===== src/rtl/riscv_pipe_pkg.sv =====
// Shared pipeline definitions used by the hazard control logic.
//   hz_state_e : registered hazard action of the previous cycle
//   hz_ctrl_t  : bundle of the pipeline-register enables and flushes
//   REG_X0     : architectural zero register (never a real dependency)
package riscv_pipe_pkg;

    typedef enum logic [1:0] {
        HZ_RUN      = 2'd0,
        HZ_LU_STALL = 2'd1,
        HZ_FLUSH    = 2'd2,
        HZ_MEM_WAIT = 2'd3
    } hz_state_e;

    typedef struct packed {
        logic pc_write;
        logic ifid_write;
        logic idex_write;
        logic exmem_write;
        logic ifid_flush;
        logic idex_flush;
    } hz_ctrl_t;

    localparam logic [4:0] REG_X0 = 5'd0;

    // No hazard: everything advances, nothing is squashed.
    localparam hz_ctrl_t CTRL_DEFAULT = '{1'b1, 1'b1, 1'b1, 1'b1, 1'b0, 1'b0};

endpackage


===== src/rtl/sat_counter.sv =====
// Saturating up-counter.
//   clk, rst_n : clock, asynchronous active-low reset (count -> 0)
//   inc        : add one this cycle unless already all-ones
//   clr        : synchronous clear, takes precedence over inc
//   count      : current value
module sat_counter #(
    parameter int W = 16
) (
    input  logic         clk,
    input  logic         rst_n,
    input  logic         inc,
    input  logic         clr,
    output logic [W-1:0] count
);

    always_ff @(posedge clk or negedge rst_n) begin
        if (!rst_n)
            count <= '0;
        else if (clr)
            count <= '0;
        else if (inc && (count != {W{1'b1}}))
            count <= count + 1'b1;
    end

endmodule


===== src/rtl/hazard_control_unit.sv =====
// Stall/flush controller for the 5-stage pipeline, located in ID.
// Resolves load-use hazards (one-cycle bubble), taken branches resolved in
// EX (flush IF/ID and ID/EX) and data-memory busy (freeze everything).
// Priority: mem_busy > branch_taken_ex > load-use.
//   Inputs : IDEX_MemRead/IDEX_rd (EX instruction), IFID_rs1/rs2 and their
//            use flags (ID instruction), branch_taken_ex, mem_busy,
//            clear_counters (zeroes perf counters and timeout error)
//   Outputs: pc_write, ifid_write, idex_write, exmem_write, ifid_flush,
//            idex_flush (combinational); hz_state (previous cycle's action);
//            mem_timeout_err (sticky); stall_cycles, flush_events,
//            loaduse_events (saturating counters)
module hazard_control_unit
    import riscv_pipe_pkg::*;
#(
    parameter int CNT_W       = 16,
    parameter int WAIT_W      = 8,
    parameter int MEM_TIMEOUT = 200
) (
    input  logic             clk,
    input  logic             rst_n,
    input  logic             IDEX_MemRead,
    input  logic [4:0]       IDEX_rd,
    input  logic [4:0]       IFID_rs1,
    input  logic [4:0]       IFID_rs2,
    input  logic             IFID_use_rs1,
    input  logic             IFID_use_rs2,
    input  logic             branch_taken_ex,
    input  logic             mem_busy,
    input  logic             clear_counters,
    output logic             pc_write,
    output logic             ifid_write,
    output logic             idex_write,
    output logic             exmem_write,
    output logic             ifid_flush,
    output logic             idex_flush,
    output logic [1:0]       hz_state,
    output logic             mem_timeout_err,
    output logic [CNT_W-1:0] stall_cycles,
    output logic [CNT_W-1:0] flush_events,
    output logic [CNT_W-1:0] loaduse_events
);

    hz_state_e        state_q, state_d;
    hz_ctrl_t         ctrl;
    logic             lu;
    logic             win_mem, win_br, win_lu;
    logic [WAIT_W-1:0] wait_cnt;

    // x0 writes are discarded, so a load into x0 never creates a dependency.
    assign lu = IDEX_MemRead && (IDEX_rd != REG_X0) &&
                (((IDEX_rd == IFID_rs1) && IFID_use_rs1) ||
                 ((IDEX_rd == IFID_rs2) && IFID_use_rs2));

    assign win_mem = mem_busy;
    assign win_br  = !mem_busy && branch_taken_ex;
    // A branch in EX makes the ID instruction wrong-path, so its lu is moot.
    assign win_lu  = !mem_busy && !branch_taken_ex && lu;

    always_ff @(posedge clk or negedge rst_n) begin
        if (!rst_n)
            state_q <= HZ_RUN;
        else
            state_q <= state_d;
    end

    always_comb begin
        ctrl    = CTRL_DEFAULT;
        state_d = HZ_RUN;
        if (!rst_n) begin
            // Hold the pipe and squash IF/ID, ID/EX while in reset.
            ctrl = '{1'b0, 1'b0, 1'b0, 1'b0, 1'b1, 1'b1};
        end else if (win_mem) begin
            // Freeze; a pending branch/lu is simply re-seen once memory is ready.
            ctrl    = '{1'b0, 1'b0, 1'b0, 1'b0, 1'b0, 1'b0};
            state_d = HZ_MEM_WAIT;
        end else if (win_br) begin
            ctrl.ifid_flush = 1'b1;
            ctrl.idex_flush = 1'b1;
            state_d         = HZ_FLUSH;
        end else if (win_lu) begin
            // Hold PC and IF/ID, send a bubble into EX; the load moves on.
            ctrl.pc_write   = 1'b0;
            ctrl.ifid_write = 1'b0;
            ctrl.idex_flush = 1'b1;
            state_d         = HZ_LU_STALL;
        end
    end

    assign pc_write    = ctrl.pc_write;
    assign ifid_write  = ctrl.ifid_write;
    assign idex_write  = ctrl.idex_write;
    assign exmem_write = ctrl.exmem_write;
    assign ifid_flush  = ctrl.ifid_flush;
    assign idex_flush  = ctrl.idex_flush;
    assign hz_state    = state_q;

    // Consecutive busy cycles; any ready cycle restarts the count.
    sat_counter #(.W(WAIT_W)) u_wait_cnt (
        .clk   (clk),
        .rst_n (rst_n),
        .inc   (mem_busy),
        .clr   (!mem_busy),
        .count (wait_cnt)
    );

    always_ff @(posedge clk or negedge rst_n) begin
        if (!rst_n)
            mem_timeout_err <= 1'b0;
        else if (clear_counters)
            mem_timeout_err <= 1'b0;
        else if (mem_busy && (wait_cnt == WAIT_W'(MEM_TIMEOUT - 1)))
            mem_timeout_err <= 1'b1;
    end

    sat_counter #(.W(CNT_W)) u_stall_cnt (
        .clk   (clk),
        .rst_n (rst_n),
        .inc   (win_mem || win_lu),
        .clr   (clear_counters),
        .count (stall_cycles)
    );

    sat_counter #(.W(CNT_W)) u_flush_cnt (
        .clk   (clk),
        .rst_n (rst_n),
        .inc   (win_br),
        .clr   (clear_counters),
        .count (flush_events)
    );

    sat_counter #(.W(CNT_W)) u_lu_cnt (
        .clk   (clk),
        .rst_n (rst_n),
        .inc   (win_lu),
        .clr   (clear_counters),
        .count (loaduse_events)
    );

endmodule


===== config.mk =====
export PLATFORM = sky130hd
export DESIGN_NAME = hazard_control_unit
export DESIGN_NICKNAME = d
export VERILOG_FILES = /design/src/rtl/riscv_pipe_pkg.sv /design/src/rtl/sat_counter.sv /design/src/rtl/hazard_control_unit.sv
export SDC_FILE = /design/constraint.sdc
export NUM_CORES = 1
export LEC_CHECK = 0
export BUFFER_PORTS_ARGS = -buffer_cell sky130_fd_sc_hd__buf_2
export CORE_AREA = 3 3 87 81
export CTS_CLUSTER_SIZE = 12
export DETAILED_ROUTE_END_ITERATION = 8
export DIE_AREA = 0 0 90 84
export GPL_ROUTABILITY_DRIVEN = 0
export HOLD_SLACK_MARGIN = 0.02
export PLACE_DENSITY_LB_ADDON = 0.3
export SYNTH_ARGS = -nofsm -noshare
export SYNTH_HDL_FRONTEND = slang
export SYNTH_SLANG_ARGS = --single-unit

===== constraint.sdc =====
create_clock -name clk -period 2.75 [get_ports clk]
set_input_delay 0.6875 -clock clk [delete_from_list [all_inputs] [get_ports clk]]
set_output_delay 0.6875 -clock clk [all_outputs]
set_load 0.05 [all_outputs]

==> results by group <==
Die
  – # rows: 27
  – Die X: 90 µm
  – DIE AREA: 7560 µm²
  – Core area: 6150 µm²
  – IO Pins: 80
  – Die Y: 84 µm
  – Initial Util: 54.3%

Logic synthesis
  – Dominant cells by area after synthesis: dfrtp_1, nor2_1, xnor2_1
  – Mapped cell area: 3340 µm²
  – Fraction of the yosys area taken by sequential cells: 44.3%
  – Leading area contributor after synthesis: dfrtp_1
  – Post-synth ARST share: 100%
  – FF+latch count, synth: 59
  – Syn avg cell area: 9.24 µm²
  – Synth Net Count: 388
  – Post-synth EDFFs: 0
  – Post-synth cell types: 47
  – Main synth FF type: dfrtp_1
  – Syn Inst Count: 361
  – Post-synth top area share: 44.3%
  – Synth Warn #: 0

Global route
  – Initial antenna violation count: 0
  – Vias in the first global route: 2,811
  – Gr ovfl total: 0
  – First-pass GRT wire length: 12,800 µm
  – Pin count of the biggest net entering global routing: 54
  – Gr usage total: 20.4%

Routing
  – DRC: 0
  – Routed vias/inst: 5.43
  – DRT iter0 DRCs: 160
  – Final ANT Viol Nets: 0
  – Avg WL per Cell: 13.7 µm
  – Pre-antenna DRT Iters: 4
  – WL final: 7330 µm
  – Via count: 2,897

Placed design
  – DP Wirelength: 5370 µm
  – IO Port Bufs: 79

Clock tree
  – Clk Tree Root Cell: clkbuf_8
  – Post-CTS sizing: 0
  – Worst-path clk slew: 0.06 ns
  – TritonCTS Sinks: 59
  – CTS tree: built
  – Post-CTS Setup Inserts: 0
  – Clock Latency Late Sink: 0.34 ns
  – CTS Buffer Depth: 2
  – H-tree depth reported by CTS: 3
  – Hold_buf cts: 0
  – Num CTS Buffers: 9

STA
  – Setup violators final: 0
  – RSZ-0062 raised after global routing: false
  – Final Skew: 0.00785 ns
  – Shortest period the worst path allows: 2.55 ns
  – Slew @ Worst Pin: 0.763 ns
  – Relative slew slack: 49.1%
  – Setup TNS: 0 ns
  – Hold WS: 0.216 ns
  – F_max: 392 MHz
  – Tcrit/Tclk final: 92.7%
  – Final Hold Vio Count: 0
  – Max-slew violations: 0

Outcome
  – Status: complete, no violations

Hold path
  – HP Class: in2async

Worst setup path
  – RR Startpoint: u_stall_cnt.count[0]
  – Crit path launch: IDEX_rd[3]
  – Crit-path max FO: 3
  – Kind of critical path: in2out
  – CP Capture Type: output port
  – WP data required: 2.06 ns
  – Worst Setup Start Kind: input pin
  – CP arrival: 1.86 ns

Run
  – MaxCap Viol Count: 0

Layout
  – Synthesis-to-finish area growth: 20.0%
  – # diodes: 0
  – Ratio of cells with drive above 1 in the final layout: 26.6%
  – Fill cells: 542
  – Commonest cells after routing, fill and taps aside: buf_2, dfrtp_1, nor2_1, nand2_1
  – Fin nets: 469
  – Most common cell after layout, fill and taps aside: buf_2

Pwr
  – Maximum VDD drop: 0.000335 V
  – Clock share of power: 42.1%
  – Comb pwr share: 9.5%
  – Net switching fraction of the power: 25.4%
  – Net Sw Power: 465 µW
  – Sequential power share: 48.4%
  – Leak: 0.00190 µW
  – Pwr Density: 458 nW/µm²
  – Internal cell power: 1370 µW
-- per-layer routing --
metal	GRT usage [%]	routed length, µm
met1	25.8	3340
met2	34.6	3500
met3	5.77	426
met4	4.87	68
met5	0	0
-- worst max-delay path: stages --
cell and delay [ns]:
buf_2 0.13, xnor2_1 0.17, nand4_1 0.16, o22ai_4 0.23, nand2_1 0.11, and2_1 0.17
buf_2 0.21
-- per-stage QoR --
stage | power (µW) | util [%] | setup WS [ns] | cell area [µm²] | cells
final | 1830 | 65.1 | 0.200 | 4000 | 534
after global routing | 1910 | 65.1 | 0.0650 | 4000 | 534
after CTS | 1860 | 65.1 | 0.178 | 4000 | 534
after detailed placement | 1080 | 61.9 | 0.164 | 3810 | 518
after global placement | 1070 | 61.9 | 0.208 | 3810 | 518
after floorplan | 1010 | - | 0.0562 | 3340 | 361
-- power by group through the flow --
stage / Clock (µW) / Sequential [µW] / Combinational [µW]
2_1_floorplan: 0 / 924 / 89.5
3_3_place_gp: 0 / 903 / 172
3_5_place_dp: 0 / 904 / 177
4_1_cts: 795 / 887 / 177
5_1_grt: 830 / 889 / 191
6_report: 772 / 888 / 174
-- sequential cells by signal, summed over array words and instances, names as in the netlist --
name,cells
hz_state,2
mem_timeout_err,1
u_flush_cnt.count,16
u_lu_cnt.count,16
u_stall_cnt.count,16
u_wait_cnt.count,8
-- path summary, 6_finish.rpt --
| path | to | slack, ns | depth (start not counted) |
|---|---|---|---|
| max | pc_write | 0.20 | 7 |
| min in group clk | u_wait_cnt.count[5] | 0.51 | 1 |
| min reg2reg | u_wait_cnt.count[5] | 0.51 | 1 |
| max in group asynchronous | u_stall_cnt.count[7] | 1.60 | 2 |
| max reg2reg | u_stall_cnt.count[13] | 0.60 | 6 |
| min | u_flush_cnt.count[1] | 0.22 | 1 |
-- cell families after synthesis --
kind of cell	synth area share, %
fa+ha+maj	1.50
compound gates	7.84
simple gates	29.9
mux	4.61
flops	44.3
xor+xnor	8.40
buf+inv	3.49
-- area by class of cell --
class,count,area [µm²],area share (%)
inverter,12,45.0,1.13
clock buffer,11,141,3.53
tap,87,109,2.72
timing repair buffer,84,433,10.8
sequential,59,1480,36.9
clock inverter,5,52.6,1.31
multi-input combinational,276,1750,43.6
-- cells in the mapped netlist (4+ instances only) --
cell type / n
dfrtp_1: 59
nor2_1: 55
nand2_1: 24
nand4_1: 20
xnor2_1: 20
nor2b_1: 16
nand3_1: 15
inv_1: 12
xor2_1: 12
nor3_1: 11
o21ai_0: 11
a21oi_1: 10
and3_1: 9
clkbuf_1: 7
mux2_2: 7
or4_1: 7
or3_1: 6
o31ai_1: 5
ha_1: 4
mux2_1: 4
nor4_1: 4
No activity file was read; power rests on OpenSTA's default activity.
